$ cat src/rtl/voxel_pkg.sv
// -----------------------------------------------------------------------------
// voxel_pkg
// Shared constants and helpers for the voxel DDA marcher:
//   - result status codes returned on res_status
//   - face axis codes used in res_face[1:0]
//   - bit position of the alpha byte inside a voxel word
//   - marcher FSM state encoding
//   - voxel address packing {x,y,z}
// -----------------------------------------------------------------------------
package voxel_pkg;

    localparam logic [1:0] ST_HIT   = 2'd0;
    localparam logic [1:0] ST_EXIT  = 2'd1;
    localparam logic [1:0] ST_LIMIT = 2'd2;

    localparam logic [1:0] AX_X    = 2'd0;
    localparam logic [1:0] AX_Y    = 2'd1;
    localparam logic [1:0] AX_Z    = 2'd2;
    localparam logic [1:0] AX_NONE = 2'd3;

    localparam int VOX_ALPHA_LSB = 40;

    typedef enum logic [1:0] {
        S_IDLE = 2'd0,
        S_REQ  = 2'd1,
        S_WAIT = 2'd2,
        S_OUT  = 2'd3
    } state_t;

    // Packs three coordinates of gb bits each as {x,y,z}; the caller narrows
    // the result to 3*gb bits. Coordinates are passed zero-extended to 16 bits.
    function automatic logic [47:0] pack_addr(input int unsigned gb,
                                              input logic [15:0] x,
                                              input logic [15:0] y,
                                              input logic [15:0] z);
        logic [47:0] r;
        r = ({32'd0, x} << (gb + gb)) | ({32'd0, y} << gb) | {32'd0, z};
        return r;
    endfunction

endpackage

$ cat src/rtl/voxel_dda_step.sv
// -----------------------------------------------------------------------------
// voxel_dda_step
// Purely combinational single DDA step. Chooses the axis whose next boundary
// crossing comes first (ties: x, then y, then z), moves that coordinate one
// voxel in the ray's direction and advances its t_max by t_del (saturating).
// Ports:
//   vox_x/y/z        in   current voxel
//   tmax_x/y/z       in   t at the next boundary per axis
//   tdel_x/y/z       in   t increment per voxel per axis
//   neg              in   per-axis step sign {z,y,x}, 1 = decrement
//   axis, sign       out  selected axis code and its step sign
//   new_x/y/z        out  voxel after the step
//   new_tmax_x/y/z   out  t_max after the step
//   t_cur            out  t at entry to the new voxel
//   out_of_grid      out  the step would leave the grid
// -----------------------------------------------------------------------------
module voxel_dda_step
    import voxel_pkg::*;
#(
    parameter int GRID_BITS = 6,
    parameter int T_W       = 24
) (
    input  logic [GRID_BITS-1:0] vox_x,
    input  logic [GRID_BITS-1:0] vox_y,
    input  logic [GRID_BITS-1:0] vox_z,
    input  logic [T_W-1:0]       tmax_x,
    input  logic [T_W-1:0]       tmax_y,
    input  logic [T_W-1:0]       tmax_z,
    input  logic [T_W-1:0]       tdel_x,
    input  logic [T_W-1:0]       tdel_y,
    input  logic [T_W-1:0]       tdel_z,
    input  logic [2:0]           neg,
    output logic [1:0]           axis,
    output logic                 sign,
    output logic [GRID_BITS-1:0] new_x,
    output logic [GRID_BITS-1:0] new_y,
    output logic [GRID_BITS-1:0] new_z,
    output logic [T_W-1:0]       new_tmax_x,
    output logic [T_W-1:0]       new_tmax_y,
    output logic [T_W-1:0]       new_tmax_z,
    output logic [T_W-1:0]       t_cur,
    output logic                 out_of_grid
);

    localparam logic [GRID_BITS-1:0] COORD_ZERO = {GRID_BITS{1'b0}};
    localparam logic [GRID_BITS-1:0] COORD_MAX  = {GRID_BITS{1'b1}};
    localparam logic [GRID_BITS-1:0] COORD_ONE  = {{(GRID_BITS-1){1'b0}}, 1'b1};

    // Unsigned add clamped to all-ones so a far boundary never wraps to near.
    function automatic logic [T_W-1:0] sat_add(input logic [T_W-1:0] a,
                                               input logic [T_W-1:0] b);
        logic [T_W:0] s;
        s = {1'b0, a} + {1'b0, b};
        if (s[T_W]) begin
            return {T_W{1'b1}};
        end else begin
            return s[T_W-1:0];
        end
    endfunction

    logic [GRID_BITS-1:0] coord_s;
    logic [GRID_BITS-1:0] stepped_s;
    logic [T_W-1:0]       tsel_s;
    logic [T_W-1:0]       dsel_s;
    logic [T_W-1:0]       tnext_s;

    // Earliest boundary wins; <= comparisons give x priority, then y.
    always_comb begin
        if ((tmax_x <= tmax_y) && (tmax_x <= tmax_z)) begin
            axis = AX_X;
        end else if (tmax_y <= tmax_z) begin
            axis = AX_Y;
        end else begin
            axis = AX_Z;
        end
    end

    // Route the chosen axis' coordinate, t_max, t_del and sign to one stepper.
    always_comb begin
        coord_s = vox_x;
        tsel_s  = tmax_x;
        dsel_s  = tdel_x;
        sign    = neg[0];
        case (axis)
            AX_X: begin
                coord_s = vox_x;
                tsel_s  = tmax_x;
                dsel_s  = tdel_x;
                sign    = neg[0];
            end
            AX_Y: begin
                coord_s = vox_y;
                tsel_s  = tmax_y;
                dsel_s  = tdel_y;
                sign    = neg[1];
            end
            AX_Z: begin
                coord_s = vox_z;
                tsel_s  = tmax_z;
                dsel_s  = tdel_z;
                sign    = neg[2];
            end
            default: begin
                coord_s = vox_x;
                tsel_s  = tmax_x;
                dsel_s  = tdel_x;
                sign    = neg[0];
            end
        endcase
    end

    // Step the selected coordinate and flag a move off either grid edge.
    always_comb begin
        stepped_s   = sign ? (coord_s - COORD_ONE) : (coord_s + COORD_ONE);
        tnext_s     = sat_add(tsel_s, dsel_s);
        out_of_grid = sign ? (coord_s == COORD_ZERO) : (coord_s == COORD_MAX);
        t_cur       = tsel_s;
        new_x       = vox_x;
        new_y       = vox_y;
        new_z       = vox_z;
        new_tmax_x  = tmax_x;
        new_tmax_y  = tmax_y;
        new_tmax_z  = tmax_z;
        case (axis)
            AX_X: begin
                new_x      = stepped_s;
                new_tmax_x = tnext_s;
            end
            AX_Y: begin
                new_y      = stepped_s;
                new_tmax_y = tnext_s;
            end
            AX_Z: begin
                new_z      = stepped_s;
                new_tmax_z = tnext_s;
            end
            default: begin
                new_x = vox_x;
            end
        endcase
    end

endmodule

$ cat src/rtl/voxel_dda_marcher.sv
// -----------------------------------------------------------------------------
// voxel_dda_marcher
// Per-ray 3D DDA voxel marcher. Accepts one ray, fetches voxels one at a time
// from a variable-latency memory, stops on an alpha hit, on leaving the grid or
// on the step limit, and returns a hit record.
// Ports:
//   clk, rst_n                      clock, async active-low reset
//   ray_valid/ray_ready             ray descriptor handshake
//   ray_id, ray_vox_*, ray_neg,
//   ray_tmax_*, ray_tdel_*          ray descriptor fields
//   alpha_thresh                    hit threshold, sampled at ray accept
//   mem_req_valid/ready, _addr      voxel read request {x,y,z}
//   mem_rsp_valid, mem_rsp_data     read response, one pulse per request
//   res_valid/res_ready             result handshake
//   res_id, res_status, res_vox_*,
//   res_face, res_steps, res_t,
//   res_data                        result record
// -----------------------------------------------------------------------------
module voxel_dda_marcher
    import voxel_pkg::*;
#(
    parameter int GRID_BITS = 6,
    parameter int T_W       = 24,
    parameter int MAX_STEPS = 64,
    parameter int DATA_W    = 64
) (
    input  logic                   clk,
    input  logic                   rst_n,
    input  logic                   ray_valid,
    output logic                   ray_ready,
    input  logic [15:0]            ray_id,
    input  logic [GRID_BITS-1:0]   ray_vox_x,
    input  logic [GRID_BITS-1:0]   ray_vox_y,
    input  logic [GRID_BITS-1:0]   ray_vox_z,
    input  logic [2:0]             ray_neg,
    input  logic [T_W-1:0]         ray_tmax_x,
    input  logic [T_W-1:0]         ray_tmax_y,
    input  logic [T_W-1:0]         ray_tmax_z,
    input  logic [T_W-1:0]         ray_tdel_x,
    input  logic [T_W-1:0]         ray_tdel_y,
    input  logic [T_W-1:0]         ray_tdel_z,
    input  logic [7:0]             alpha_thresh,
    output logic                   mem_req_valid,
    input  logic                   mem_req_ready,
    output logic [3*GRID_BITS-1:0] mem_req_addr,
    input  logic                   mem_rsp_valid,
    input  logic [DATA_W-1:0]      mem_rsp_data,
    output logic                   res_valid,
    input  logic                   res_ready,
    output logic [15:0]            res_id,
    output logic [1:0]             res_status,
    output logic [GRID_BITS-1:0]   res_vox_x,
    output logic [GRID_BITS-1:0]   res_vox_y,
    output logic [GRID_BITS-1:0]   res_vox_z,
    output logic [2:0]             res_face,
    output logic [7:0]             res_steps,
    output logic [T_W-1:0]         res_t,
    output logic [DATA_W-1:0]      res_data
);

    localparam int          AW         = 3 * GRID_BITS;
    localparam logic [7:0]  STEP_LIMIT = 8'(MAX_STEPS);
    localparam logic [2:0]  FACE_START = {1'b0, AX_NONE};

    state_t               state_r, state_s;
    logic                 ray_ready_r, ray_ready_s;
    logic                 mem_req_valid_r, mem_req_valid_s;
    logic                 res_valid_r, res_valid_s;

    logic [15:0]          id_r;
    logic [GRID_BITS-1:0] x_r, y_r, z_r;
    logic [2:0]           neg_r;
    logic [T_W-1:0]       tmax_x_r, tmax_y_r, tmax_z_r;
    logic [T_W-1:0]       tdel_x_r, tdel_y_r, tdel_z_r;
    logic [7:0]           thresh_r;
    logic [7:0]           steps_r;
    logic [2:0]           face_r;
    logic [T_W-1:0]       t_cur_r;
    logic [DATA_W-1:0]    data_r;
    logic [1:0]           status_r;

    logic [1:0]           step_axis_s;
    logic                 step_sign_s;
    logic [GRID_BITS-1:0] step_x_s, step_y_s, step_z_s;
    logic [T_W-1:0]       step_tmax_x_s, step_tmax_y_s, step_tmax_z_s;
    logic [T_W-1:0]       step_t_s;
    logic                 step_oog_s;

    logic accept_s, req_fire_s, rsp_fire_s, res_fire_s, hit_s, limit_s;

    voxel_dda_step #(
        .GRID_BITS (GRID_BITS),
        .T_W       (T_W)
    ) u_step (
        .vox_x       (x_r),
        .vox_y       (y_r),
        .vox_z       (z_r),
        .tmax_x      (tmax_x_r),
        .tmax_y      (tmax_y_r),
        .tmax_z      (tmax_z_r),
        .tdel_x      (tdel_x_r),
        .tdel_y      (tdel_y_r),
        .tdel_z      (tdel_z_r),
        .neg         (neg_r),
        .axis        (step_axis_s),
        .sign        (step_sign_s),
        .new_x       (step_x_s),
        .new_y       (step_y_s),
        .new_z       (step_z_s),
        .new_tmax_x  (step_tmax_x_s),
        .new_tmax_y  (step_tmax_y_s),
        .new_tmax_z  (step_tmax_z_s),
        .t_cur       (step_t_s),
        .out_of_grid (step_oog_s)
    );

    // Responses are only meaningful while waiting; anything else is dropped.
    assign accept_s   = ray_valid & ray_ready_r;
    assign req_fire_s = (state_r == S_REQ) & mem_req_valid_r & mem_req_ready;
    assign rsp_fire_s = (state_r == S_WAIT) & mem_rsp_valid;
    assign res_fire_s = (state_r == S_OUT) & res_valid_r & res_ready;
    assign hit_s      = mem_rsp_data[VOX_ALPHA_LSB +: 8] > thresh_r;
    assign limit_s    = (steps_r == STEP_LIMIT);

    // State register.
    always_ff @(posedge clk or negedge rst_n) begin
        if (!rst_n) begin
            state_r <= S_IDLE;
        end else begin
            state_r <= state_s;
        end
    end

    // Next-state logic.
    always_comb begin
        state_s = state_r;
        case (state_r)
            S_IDLE: begin
                if (accept_s) begin
                    state_s = S_REQ;
                end else begin
                    state_s = S_IDLE;
                end
            end
            S_REQ: begin
                if (req_fire_s) begin
                    state_s = S_WAIT;
                end else begin
                    state_s = S_REQ;
                end
            end
            S_WAIT: begin
                if (!rsp_fire_s) begin
                    state_s = S_WAIT;
                end else if (hit_s || limit_s || step_oog_s) begin
                    state_s = S_OUT;
                end else begin
                    state_s = S_REQ;
                end
            end
            S_OUT: begin
                if (res_fire_s) begin
                    state_s = S_IDLE;
                end else begin
                    state_s = S_OUT;
                end
            end
            default: begin
                state_s = S_IDLE;
            end
        endcase
    end

    // Handshake outputs are decoded from the next state so they can be
    // registered and still change on the same edge as the state.
    always_comb begin
        ray_ready_s     = (state_s == S_IDLE);
        mem_req_valid_s = (state_s == S_REQ);
        res_valid_s     = (state_s == S_OUT);
    end

    // Handshake output registers; all low during reset.
    always_ff @(posedge clk or negedge rst_n) begin
        if (!rst_n) begin
            ray_ready_r     <= 1'b0;
            mem_req_valid_r <= 1'b0;
            res_valid_r     <= 1'b0;
        end else begin
            ray_ready_r     <= ray_ready_s;
            mem_req_valid_r <= mem_req_valid_s;
            res_valid_r     <= res_valid_s;
        end
    end

    // Ray state: load on accept, count fetches, then resolve each response.
    // A step that would leave the grid leaves position, t and face untouched
    // so the result describes the last voxel actually fetched.
    always_ff @(posedge clk or negedge rst_n) begin
        if (!rst_n) begin
            id_r     <= 16'd0;
            x_r      <= {GRID_BITS{1'b0}};
            y_r      <= {GRID_BITS{1'b0}};
            z_r      <= {GRID_BITS{1'b0}};
            neg_r    <= 3'd0;
            tmax_x_r <= {T_W{1'b0}};
            tmax_y_r <= {T_W{1'b0}};
            tmax_z_r <= {T_W{1'b0}};
            tdel_x_r <= {T_W{1'b0}};
            tdel_y_r <= {T_W{1'b0}};
            tdel_z_r <= {T_W{1'b0}};
            thresh_r <= 8'd0;
            steps_r  <= 8'd0;
            face_r   <= 3'd0;
            t_cur_r  <= {T_W{1'b0}};
            data_r   <= {DATA_W{1'b0}};
            status_r <= 2'd0;
        end else if (accept_s) begin
            id_r     <= ray_id;
            x_r      <= ray_vox_x;
            y_r      <= ray_vox_y;
            z_r      <= ray_vox_z;
            neg_r    <= ray_neg;
            tmax_x_r <= ray_tmax_x;
            tmax_y_r <= ray_tmax_y;
            tmax_z_r <= ray_tmax_z;
            tdel_x_r <= ray_tdel_x;
            tdel_y_r <= ray_tdel_y;
            tdel_z_r <= ray_tdel_z;
            thresh_r <= alpha_thresh;
            steps_r  <= 8'd0;
            face_r   <= FACE_START;
            t_cur_r  <= {T_W{1'b0}};
            status_r <= ST_HIT;
        end else if (req_fire_s) begin
            steps_r <= steps_r + 8'd1;
        end else if (rsp_fire_s) begin
            data_r <= mem_rsp_data;
            if (hit_s) begin
                status_r <= ST_HIT;
            end else if (limit_s) begin
                status_r <= ST_LIMIT;
            end else if (step_oog_s) begin
                status_r <= ST_EXIT;
            end else begin
                x_r      <= step_x_s;
                y_r      <= step_y_s;
                z_r      <= step_z_s;
                tmax_x_r <= step_tmax_x_s;
                tmax_y_r <= step_tmax_y_s;
                tmax_z_r <= step_tmax_z_s;
                t_cur_r  <= step_t_s;
                face_r   <= {step_sign_s, step_axis_s};
            end
        end else begin
            steps_r <= steps_r;
        end
    end

    assign ray_ready     = ray_ready_r;
    assign mem_req_valid = mem_req_valid_r;
    assign mem_req_addr  = AW'(pack_addr(GRID_BITS, 16'(x_r), 16'(y_r), 16'(z_r)));
    assign res_valid     = res_valid_r;
    assign res_id        = id_r;
    assign res_status    = status_r;
    assign res_vox_x     = x_r;
    assign res_vox_y     = y_r;
    assign res_vox_z     = z_r;
    assign res_face      = face_r;
    assign res_steps     = steps_r;
    assign res_t         = t_cur_r;
    assign res_data      = data_r;

endmodule

$ cat config.mk
export PLATFORM = sky130hd
export DESIGN_NAME = voxel_dda_marcher
export DESIGN_NICKNAME = d
export VERILOG_FILES = /design/src/rtl/voxel_pkg.sv /design/src/rtl/voxel_dda_step.sv /design/src/rtl/voxel_dda_marcher.sv
export SDC_FILE = /design/constraint.sdc
export NUM_CORES = 1
export LEC_CHECK = 0
export ABC_CLOCK_PERIOD_IN_PS = 10600
export CORE_MARGIN = 2
export CORE_UTILIZATION = 50
export CTS_CLUSTER_DIAMETER = 120
export DETAILED_ROUTE_END_ITERATION = 10
export PLACE_DENSITY = 0.79
export SLEW_MARGIN = 10
export SYNTH_ARGS = -nofsm -noshare
export SYNTH_HDL_FRONTEND = slang
export SYNTH_SLANG_ARGS = --single-unit
$ cat constraint.sdc
create_clock -name clk -period 10.6 [get_ports clk]
set_clock_uncertainty 0.2 [all_clocks]
set_input_delay 2.65 -clock clk [delete_from_list [all_inputs] [get_ports clk]]
set_output_delay 2.65 -clock clk [all_outputs]
set_load 0.1 [all_outputs]
Yosys cells after proc, flatten, opt, wreduce, memory -nomap -nowiden

Cells that the tools add are included.

Flip-flop bits (word level): 295
Word-level logic and storage cells: 148
Output and inout bits: 156
Bits of input ports: 259

Multiplexer cells: 77
$add $sub $neg: 4
Reductions and logical operators: 19
Bitwise gates (word level): 10
Magnitude comparators: 4
Eq/ne operators: 13

Operator list:

| operator                                                               | count |
|---|---|
| 24-bit 2-to-1 mux                                                      | 28 |
| 6-bit 2-to-1 mux                                                       | 22 |
| 24-bit case mux with 2 select lines                                    | 2 |
| 24-bit less-or-equal comparator                                        | 3 |
| 24-bit by 24-bit adder with 25-bit output                              | 1 |
| 2-bit 2-to-1 mux                                                       | 12 |
| 3-bit 2-to-1 mux                                                       | 6 |
| 18-bit by 12-bit OR with 18-bit output                                 | 1 |
| 18-bit by 6-bit OR with 18-bit output                                  | 1 |
| 6-bit AND reduction                                                    | 3 |
| 8-bit 2-to-1 mux                                                       | 2 |
| 6-bit case mux with 2 select lines                                     | 1 |
| 2-bit nonzero test                                                     | 5 |
| 8-bit by 1-bit adder with 8-bit output (second input constant)         | 1 |
| 2-bit equality test (second input constant)                            | 4 |
| 8-bit by 7-bit equality test with 1-bit output (second input constant) | 1 |
| 8-bit greater-than comparator                                          | 1 |
| 2-bit case mux with 4 select lines                                     | 1 |
| 6-bit by 1-bit adder with 6-bit output (second input constant)         | 1 |
| 1-bit AND                                                              | 6 |
| 2-bit by 1-bit equality test with 1-bit output (second input constant) | 3 |
| 6-bit equality test (second input constant)                            | 1 |
| 2-bit logical NOT                                                      | 3 |
| 6-bit logical NOT                                                      | 1 |
| other kinds (11)                                                       | 17 |

Longest topological paths before layout

Gate-level depths: netlist (run 1).

Word-level depth: 14
Depth in mapped cells: 28

Cells and area by module

Synthesis (run 1) repeated with hierarchy kept, for this count alone.

Cells, all modules: 2,055
Area total of the unflattened synthesis: 17,918.4 um^2

Modules (own cells, without submodules):

| module            | times used | sequential area each (um^2) | cells an instance | area each (um^2) |
|---|---|---|---|---|
| voxel_dda_marcher | 1          | 7,382.1                     | 1,191             | 12,479.5 |
| voxel_dda_step    | 1          | 0.0                         | 864               | 5,439.0 |

Least setup slack after synthesis (run 1)

Ideal clock, no wire load.

Kind: register to register
Start point: reg tmax_y_r[23]
End point: reg tmax_x_r[21]
Cell stages (with the launch flop): 25
Data required time: 10,275 ps
Period minus slack after synthesis: 6,635 ps
Arrival time: 6,311 ps
Setup slack: 3,965 ps
Cells stage by stage: dfrtp_1 ha_1 nand4_2 or4_1 buf_2 or3_4 buf_6 o21ai_1 clkbuf_1 buf_1 mux2i_1 o21ai_0 ha_1 fa_1 a211oi_1 o21ai_0 nand4_1 a21oi_1 o21ai_0 a211oi_1 nor3_1 clkbuf_1 clkbuf_1 a21oi_1 mux2_2

Longest elaborated chain between the ends: 14
Elaborated cells on any way between the ends: 27
Those cells by class: add/sub: 1; order compare: 2; eq/ne: 4; mux: 15; reduce/logical: 5

RTL lines:

| element                                                                               | RTL line                                   | RTL |
|---|---|---|
| from (decl)                                                                           | voxel_dda_marcher.sv:73                    | `logic [T_W-1:0] tmax_x_r, tmax_y_r, tmax_z_r;` |
| from (signal assigned)                                                                | voxel_dda_marcher.sv:206                   | `tmax_y_r <= {T_W{1'b0}};` |
| from (signal assigned)                                                                | voxel_dda_marcher.sv:224                   | `tmax_y_r <= ray_tmax_y;` |
| from (signal assigned)                                                                | voxel_dda_marcher.sv:249                   | `tmax_y_r <= step_tmax_y_s;` |
| 24-bit less-or-equal comparator, on equally long branches                             | voxel_dda_step.sv:71, voxel_dda_step.sv:69 |  |
| 2-bit 2-to-1 mux or 1-bit logical AND (tied branches)                                 | voxel_dda_step.sv:71, voxel_dda_step.sv:69 |  |
| 2-bit 2-to-1 mux                                                                      | voxel_dda_step.sv:69                       | `if ((tmax_x <= tmax_y) && (tmax_x <= tmax_z)) begin` |
| 2-bit equality test or 2-bit by 1-bit equality test with 1-bit output (tied branches) | voxel_dda_step.sv:84                       | `case (axis)` |
| 24-bit case mux with 2 select lines                                                   | voxel_dda_step.sv:84                       |  |
| 24-bit by 24-bit adder with 25-bit output                                             | voxel_dda_step.sv:53                       | `s = {1'b0, a} + {1'b0, b};` |
| 24-bit 2-to-1 mux                                                                     | voxel_dda_step.sv:54                       | `if (s[T_W]) begin` |
| 24-bit 2-to-1 mux                                                                     | voxel_dda_step.sv:124                      | `case (axis)` |
| 24-bit 2-to-1 mux                                                                     | voxel_dda_marcher.sv:242                   | `end else if (step_oog_s) begin` |
| 24-bit 2-to-1 mux                                                                     | voxel_dda_marcher.sv:240                   | `end else if (limit_s) begin` |
| 24-bit 2-to-1 mux                                                                     | voxel_dda_marcher.sv:238                   | `if (hit_s) begin` |
| 24-bit 2-to-1 mux                                                                     | voxel_dda_marcher.sv:236                   | `end else if (rsp_fire_s) begin` |
| 24-bit 2-to-1 mux                                                                     | voxel_dda_marcher.sv:234                   | `end else if (req_fire_s) begin` |
| 24-bit 2-to-1 mux                                                                     | voxel_dda_marcher.sv:217                   | `end else if (accept_s) begin` |
| to (signal assigned)                                                                  | voxel_dda_marcher.sv:205                   | `tmax_x_r <= {T_W{1'b0}};` |
| to (signal assigned)                                                                  | voxel_dda_marcher.sv:223                   | `tmax_x_r <= ray_tmax_x;` |
| to (signal assigned)                                                                  | voxel_dda_marcher.sv:248                   | `tmax_x_r <= step_tmax_x_s;` |
| to (decl)                                                                             | voxel_dda_marcher.sv:73                    |  |

Several ways; a longest one is shown, not always the timed one. The select of a mux whose other input is x is not followed.
A chain may end at the register's enable or synchronous reset.

Final worst setup path (run 1)

Start point: reg tmax_x_r[23]
End point: reg tmax_x_r[4]

Longest elaborated chain between the ends: 14
Elaborated cells on any way between the ends: 26
Those cells by class: add/sub: 1; order compare: 2; eq/ne: 4; mux: 14; reduce/logical: 5

RTL lines:

| element                                                                               | RTL line |
|---|---|
| 24-bit less-or-equal comparator                                                       | voxel_dda_step.sv:69 |
| 1-bit logical AND                                                                     | voxel_dda_step.sv:69 |
| 2-bit 2-to-1 mux                                                                      | voxel_dda_step.sv:69 |
| 2-bit equality test or 2-bit by 1-bit equality test with 1-bit output (tied branches) | voxel_dda_step.sv:84 |
| 24-bit case mux with 2 select lines                                                   | voxel_dda_step.sv:84 |
| 24-bit by 24-bit adder with 25-bit output                                             | voxel_dda_step.sv:53 |
| 24-bit 2-to-1 mux                                                                     | voxel_dda_step.sv:54 |
| 24-bit 2-to-1 mux                                                                     | voxel_dda_step.sv:124 |
| 24-bit 2-to-1 mux                                                                     | voxel_dda_marcher.sv:242 |
| 24-bit 2-to-1 mux                                                                     | voxel_dda_marcher.sv:240 |
| 24-bit 2-to-1 mux                                                                     | voxel_dda_marcher.sv:238 |
| 24-bit 2-to-1 mux                                                                     | voxel_dda_marcher.sv:236 |
| 24-bit 2-to-1 mux                                                                     | voxel_dda_marcher.sv:234 |
| 24-bit 2-to-1 mux                                                                     | voxel_dda_marcher.sv:217 |

Several ways; a longest one is shown, not always the timed one. The select of a mux whose other input is x is not followed.

==> results.cfg, run 1 <==
[worst_setup_path]
start_kind = flop
cp.required_ns = 10.77
crit_fanout = 69
cp-end-kind = flop
critPathKind = reg -> reg
critPathArrivalTime_ns = 8.21

[floorplan]
die_x_um = 187
dieArea_um2 = 35100
start_util = 0.504
io_pins = 415
die_h_um = 187
core_area_um2 = 33400
row_count = 67

[place]
dp_hpwl_mm = 41.5
io_buffers = 414
gp_congestion = 0.907
placedInstanceArea_um2 = 21100

[logic_synthesis]
ys_types = 76
ys_ff_latch = 295
synth_warnings = 0
syn_area_per_cell_um2 = 9.18
ys_top_cells_by_area = dfrtp_1 44%, nand2_1 9.5%, ha_1 8.2%
synthCells = 1832
synthArstFlopShare = 1.00
synth_common_cells = 428 x nand2_1, 295 x dfrtp_1, 127 x o21ai_0
yosysSeqAreaShare = 0.439
synth_top_cell_by_area = dfrtp_1
synth-edff-count = 0
syn-cell-area_um2 = 16800
synth.most_common_cell = nand2_1
syn_nets = 2203
synth_top_area_frac = 0.439
synth_ff_type = dfrtp_1

[detailed_routing]
drc = 0
firstDrtPassIters = 5
drt_iter0_markers = 1371
post_drt_wl_per_cell_um = 21.7
vias = 15400
wirelength_mm = 57.5
viasPerCell = 5.79
ant_nets = 0

[cts]
clockBufferDepth = 3
clockRootBuffer = clkbuf_16
cts_hold_buf = 0
cts_tree = done
postCtsSetupRepairBufs = 0
cts_inserted_buffers = 36
insertion_delay_ns = 0.53
cts.sinks = 295
htreeDepth = 2
clkSlewWorstSetupHoldPaths_ns = 0.06
cts_resized = 0

[timing]
fin_tns_setup_ns = 0
rsz0062_at_grt = no
post-route-min-period_ns = 8.05
setup_viol = 0
tightest_slew_ns = 1.23
fin_crit_sh = 0.759
max_clock_freq_mhz = 124
hold_ws_ns = 0.274
slew_viol_final = 0
max_slew_margin = 0.171
hold_violations = 0

[cells_and_area]
syn_to_final_growth_pct = 33.2
fin_area_um2 = 22400
layout-drive-gt1-share = 0.0739
nets = 2550
nFillCells = 2711

[worst_hold_path]
worst_hold_path_type = reg -> reg

[grt]
antenna_found_initial = 2
grt_pass1_wl_mm = 89.1
grt_pass1_vias = 15600
grt_usage = 0.323
grt_max_degree = 184
gr-total-overflow = 0

[run]
drv_cap = 0

[run_status]
status = finished clean
## through the flow
step,setup WS [ns],utilization,std cells
after floorplan,3.96,-,1832
after global placement,3.11,0.634,2589
after detailed placement,2.78,0.634,2589
after CTS,2.76,0.671,2653
after global routing,2.05,0.671,2655
final,2.55,0.671,2655
## placed cells by master, fill, tap and decap left out, types with 65 or more instances in the layout
| cell type | count |
|---|---|
| o21ai_0 | 127 |
| a21oi_1 | 111 |
| ha_1 | 110 |
| inv_1 | 84 |
| dfrtp_1 | 295 |
| mux2i_1 | 81 |
| nand2_1 | 427 |
| mux2_2 | 66 |
| clkdlybuf4s50_1 | 413 |
| nor2_1 | 65 |
## per-layer routing
layer	vias up	wire [µm]	global-route usage
met4	0	1350	0.0830
met2	682	27200	0.531
li1	7105	-	-
met1	7493	24100	0.432
met3	85	4860	0.0756
met5	-	0	0
## kinds of logic (layout without fill, tap and decap cells)
kind of cell,Yosys count,count (layout),share of synthesized area
AND/OR/NAND/NOR,649,649,0.167
other,0,2,0
AO/OA/AOI/OAI,400,400,0.151
buffers and inverters,204,577,0.0538
flip-flops,295,295,0.439
multiplexers,150,150,0.0944
XOR/XNOR,22,22,0.0115
adder cells (fa/ha/maj),112,112,0.0842
## sequential cells by signal (all words and copies together) (netlist names), 2 cells and up
signal and cells:
res_vox_y 6, res_vox_x 6, tdel_z_r 24, tdel_y_r 24
res_face 3, res_id 16, res_status 2, neg_r 3
tdel_x_r 24, res_data 64, res_vox_z 6, state_r 2
tmax_x_r 24, thresh_r 8, res_steps 8, tmax_z_r 24
tmax_y_r 24, res_t 24
## final cells by class
class,instances,area [µm²],share of cell area
timing repair buffer,429,4270,0.191
inverter,84,315,0.0141
sequential,295,7380,0.330
tap,448,561,0.0250
antenna,2,5.00,0.000223
clock inverter,9,143,0.00637
multi-input combinational,1333,8610,0.384
clock buffer,55,1110,0.0497
## worst max-delay path, stage by stage (launching register included)
cell	delay [ns]
dfrtp_1	0.41
ha_1	0.33
nand4_1	0.17
nor4_1	0.56
and4_1	0.33
o31ai_1	0.12
a32oi_1	0.93
nor2_4	0.32
buf_4	0.43
o21ai_0	0.40
ha_1	0.36
a2111oi_0	0.51
o21ai_0	0.26
nand4_1	0.20
a21oi_1	0.10
o21ai_0	0.42
a211oi_1	0.27
nor3_4	0.84
o21ai_0	0.35
nor3_1	0.25
o31ai_1	0.09
## path summary, 6_finish.rpt
check	endpoint	depth (start not counted)	slack (ns)	from
max	tmax_x_r[4]	20	2.55	tmax_x_r[23]
min	tdel_y_r[8]	2	0.27	tdel_y_r[8]
max reg2reg	tmax_x_r[4]	20	2.55	tmax_x_r[23]
min reg2reg	tdel_y_r[8]	2	0.27	tdel_y_r[8]
max in group asynchronous	tdel_x_r[15]	2	6.66	rst_n
min in group asynchronous	res_vox_y[1]	1	2.02	rst_n
Power of run 1 is left out: the tool's default activity adds up to more than one toggle a clock period on the data nets, which glitch-free logic cannot reach.
==> run 2: changes to the inputs <==
ABC_CLOCK_PERIOD_IN_PS = 7600   (was 10600)
clock period = 7.6 ns   (was 10.6 ns; I/O delays follow)
==> run 2 against run 1 <==
Via count increased by 0.29%. Non-clock buffer count increased by 9. Sequential cell count unchanged. Register-to-register slack got worse by 2.1 ns. Wire length decreased by 0.33%. Final area about the same. Sequential share of layout area about the same. Fmax increased by 12%. Hold slack got worse by 0.0024 ns. Critical path type unchanged.
==> results.cfg, run 2 (synthesis gave the netlist of run 1 again) <==
[detailed_routing]
post_drt_wl_per_cell_um = 21.6
drc = 0
firstDrtPassIters = 5
viasPerCell = 5.80
drt_iter0_markers = 1234
ant_nets = 0
vias = 15400
wirelength_mm = 57.3

[cells_and_area]
syn_to_final_growth_pct = 33.1
layout-drive-gt1-share = 0.0769
largest_reg_flops = 64
fin_area_um2 = 22400
nets = 2558
final_cell_mix = 427 x nand2_1, 412 x clkdlybuf4s50_1, 295 x dfrtp_1, 127 x o21ai_0, 111 x a21oi_1
final_common_cell = nand2_1

[grt]
antenna_found_initial = 1
grt_usage = 0.321
use_met1 = 0.433
gr-total-overflow = 0
grt_pass1_vias = 15500
met2_usage = 0.525
gr-usage-met3 = 0.0724
grt_pass1_wl_mm = 88.5
busiest_layer = met2
grt_max_degree = 135

[floorplan]
io_pins = 415
die_h_um = 187
row_count = 67
core_area_um2 = 33400
die_x_um = 187
start_util = 0.504
dieArea_um2 = 35100

[worst_setup_path]
cp.required_ns = 7.81
crit_buf_inv = 1
cp-end-kind = flop
critPathMaxStageDelay_ns = 0.66
critical-path-top-delay-family = compound AO/OA/AOI/OAI gates
crit_fanout = 30
start_kind = flop
critPathKind = reg -> reg
path_cells = ha_1 -> nand4_1 -> nor4_1 -> nand4_1 -> o32a_1 -> nor2_4 -> buf_4 -> o21ai_0 -> ha_1 -> a2111oi_0 -> o21ai_0 -> nand4_1 -> a21oi_1 -> o21ai_0 -> a211oi_1 -> or3_1 -> o21ai_0 -> nor3_1 -> a221o_1
crit_top_cell = o21ai_0
slowest_stage = nor2_4
critPathArrivalTime_ns = 7.39

[timing]
tightest_slew_ns = 1.23
post-route-min-period_ns = 7.18
setup_viol = 0
max_clock_freq_mhz = 139
slew_viol_final = 0
rsz0062_at_grt = no
fin_crit_sh = 0.945
fin_tns_setup_ns = 0
hold_violations = 0
max_slew_margin = 0.173
fin_ws_ns = 0.418

[cts]
htreeDepth = 2
cts_inserted_buffers = 35
cts_hold_buf = 0
cts_tree = done
clkSlewWorstSetupHoldPaths_ns = 0.06
postCtsSetupRepairBufs = 0
insertion_delay_ns = 0.53
clockBufferDepth = 3
cts_resized = 0
clockRootBuffer = clkbuf_16
cts.sinks = 295

[place]
io_buffers = 414
dp_hpwl_mm = 41.9
gp_congestion = 0.960
post-place-ws_ns = 0.687
placedInstanceArea_um2 = 21200

[run_status]
status = finished clean

[worst_hold_path]
worst_hold_path_type = reg -> reg

[run]
drv_cap = 0
==> run 2: cell types whose count changed in the layout (fill, tap and decap cells not counted), sizes merged <==
| cell | previous run | this run |
|---|---|---|
| buf | 16 | 26 |
| clkbuf | 55 | 45 |
| clkinv | 4 | 10 |
| bufinv | 2 | 5 |
| clkinvlp | 3 | 0 |
| clkdlybuf4s50 | 413 | 412 |
| diode | 2 | 1 |
==> run 2: final timing paths <==
check                             startpoint      endpoint  slack (ns)  cells after the start
worst min-delay path             tdel_z_r[5]   tdel_z_r[5]        0.27                      2
worst max-delay path            tmax_x_r[23]   tmax_x_r[1]        0.42                     19
min in group asynchronous              rst_n  res_steps[7]        1.23                      1
worst min register to register   tdel_z_r[5]   tdel_z_r[5]        0.27                      2
max in group asynchronous              rst_n  tmax_x_r[20]        4.70                      2
worst max register to register  tmax_x_r[23]   tmax_x_r[1]        0.42                     19
==> run 2: layer usage <==
metal	routed length, µm	share of wire	vias up
met5	0	0	-
met1	24300	0.42	7516
met4	1400	0.024	0
met2	26700	0.47	679
met3	4890	0.085	98
li1	-	-	7117
==> run 2: area by class of cell <==
cell class                 count  area, µm²
antenna                        1       2.50
clock inverter                15        226
timing repair buffer         438       4340
sequential                   295       7380
fill                        2688      11000
multi-input combinational   1333       8600
tap                          448        561
clock buffer                  45        963
inverter                      84        315
==> run 2: per-stage QoR <==
step                cells   util  hold slack, ns
detailed placement   2598  0.635           0.262
finish               2659  0.671           0.271
CTS                  2658  0.671           0.277
global placement     2598  0.635           0.257
global route         2659  0.671           0.295
floorplan            1832      -           0.245
==> run 2: worst min-delay path, delay by kind of cell (launching register included) <==
family,cells,cell delay (ns)
and+or+nand+nor,2,0.10
DFF,1,0.34
Power of run 2 is left out for the same reason.
==> run 3: changes to the inputs <==
CORE_ASPECT_RATIO = 0.7   (was default)
CORE_UTILIZATION = 28   (was 50)
PLACE_DENSITY = 0.48   (was 0.79)
==> run 3 against run 2 <==
Die area rose by 77%. Final cell count up 14%. Final area grew 2.5%. Critical path depth is the same. Sequential cell count unchanged. Hold slack improved by 0.0010 ns. Setup slack improved by 0.11 ns. Largest cell class unchanged.
==> results.cfg, run 3 (synthesis gave the netlist of run 1 again) <==
[worst_setup_path]
critical-path-top-delay-family = compound AO/OA/AOI/OAI gates
path_cells = inv_1 -> ha_1 -> nand4_1 -> nor4_1 -> nand4_1 -> o32ai_1 -> nand2_1 -> o21ai_0 -> ha_1 -> and2_1 -> a311o_1 -> a211o_1 -> a31oi_1 -> o31ai_1 -> nand2_1 -> nand2_1 -> o21ai_0 -> o21ai_0 -> mux2i_1
crit_fanout = 8
slowest_stage = o21ai_0
critPathArrivalTime_ns = 7.35
cp.required_ns = 7.88
critPathMaxStageDelay_ns = 0.75
cp-end-kind = flop
start_kind = flop
crit_buf_inv = 1
critPathKind = reg -> reg

[timing]
hold_violations = 0
max_slew_margin = 0.224
setup_viol = 0
post-route-min-period_ns = 7.07
slew_viol_final = 0
tightest_slew_ns = 1.15
rsz0062_at_grt = no
fin_tns_setup_ns = 0
max_clock_freq_mhz = 142
fin_crit_sh = 0.930

[detailed_routing]
vias = 15000
drc = 0
wirelength_mm = 64.5
firstDrtPassIters = 5
ant_nets = 0
drt_iter0_markers = 1090
viasPerCell = 4.94
post_drt_wl_per_cell_um = 21.3

[cells_and_area]
nFillCells = 6018
final_common_cell = nand2_1
largest_reg_flops = 64
final_cell_mix = 427 x nand2_1, 413 x clkdlybuf4s50_1, 295 x dfrtp_1, 127 x o21ai_0, 111 x a21oi_1
syn_to_final_growth_pct = 36.4
layout-drive-gt1-share = 0.0798
nets = 2565

[floorplan]
die_h_um = 209
io_pins = 415
core_area_um2 = 59700
start_util = 0.282
die_x_um = 297
dieArea_um2 = 62100
row_count = 75

[run_status]
status = finished clean

[cts]
cts_hold_buf = 0
cts_tree = done
cts_inserted_buffers = 35
postCtsSetupRepairBufs = 0
htreeDepth = 2
cts_resized = 0
insertion_delay_ns = 0.57
cts.sinks = 295
clockRootBuffer = clkbuf_16
clockBufferDepth = 3
clkSlewWorstSetupHoldPaths_ns = 0.06

[grt]
grt_pass1_vias = 15200
gr-total-overflow = 0
grt_usage = 0.206
grt_max_degree = 113
grt_pass1_wl_mm = 97.8
antenna_found_initial = 4

[place]
gp_congestion = 0.913
io_buffers = 414
dp_hpwl_mm = 48.2

[run]
drv_cap = 0

[worst_hold_path]
worst_hold_path_type = reg -> reg
## run 3: changes by cell type in the layout (fill, tap and decap cells not counted), sizes merged
cell and delta:
inv +1, clkbuf +6, clkdlybuf4s50 +1, diode +2, bufinv -1, clkinvlp +1
buf +6, clkinv -5
## run 3: final cells by class
| class | instances | area (µm²) | share of cell area |
|---|---|---|---|
| Inverter | 84 | 315 | 0.0137 |
| Antenna cell | 3 | 7.51 | 0.000327 |
| Clock inverter | 11 | 173 | 0.00752 |
| Multi-Input combinational cell | 1333 | 8600 | 0.375 |
| Sequential cell | 295 | 7380 | 0.322 |
| Timing Repair Buffer | 445 | 4410 | 0.192 |
| Tap cell | 808 | 1010 | 0.0441 |
| Clock buffer | 51 | 1050 | 0.0456 |
## run 3: worst register-to-register path, stage by stage, from the launching register on
cell,delay [ns]
dfrtp_1,0.39
inv_1,0.09
ha_1,0.32
nand4_1,0.19
nor4_1,0.49
nand4_1,0.24
o32ai_1,0.75
nand2_1,0.43
o21ai_0,0.74
ha_1,0.41
and2_1,0.18
a311o_1,0.36
a211o_1,0.35
a31oi_1,0.26
o31ai_1,0.20
nand2_1,0.18
nand2_1,0.07
o21ai_0,0.75
o21ai_0,0.21
mux2i_1,0.18
## run 3: per-layer routing
| metal | GRT usage | share of wire |
|---|---|---|
| met1 | 0.303 | 0.49 |
| met2 | 0.300 | 0.42 |
| met3 | 0.0488 | 0.068 |
| met4 | 0.0538 | 0.022 |
| met5 | 0 | 0.00019 |
## run 3: per-stage QoR
stage / utilization / cells / area, µm² / hold slack (ns) / setup WS [ns]
floorplan: - / 1832 / 16800 / 0.245 / 0.965
global placement: 0.364 / 2965 / 21700 / 0.259 / 0.979
detailed placement: 0.364 / 2965 / 21700 / 0.262 / 0.741
CTS: 0.384 / 3027 / 22900 / 0.276 / 0.694
global route: 0.384 / 3029 / 22900 / 0.298 / 0.0755
finish: 0.384 / 3030 / 22900 / 0.272 / 0.533
## run 3: worst paths after layout
kind,startpoint,to,slack (ns),cells past startpoint
max,tmax_y_r[23],tmax_z_r[17],0.53,19
min,tdel_z_r[16],tdel_z_r[16],0.27,2
max reg2reg,tmax_y_r[23],tmax_z_r[17],0.53,19
min reg2reg,tdel_z_r[16],tdel_z_r[16],0.27,2
max in group asynchronous,rst_n,tdel_z_r[12],4.80,2
min in group asynchronous,rst_n,res_vox_z[2],1.11,1
Power of run 3 is left out for the same reason.
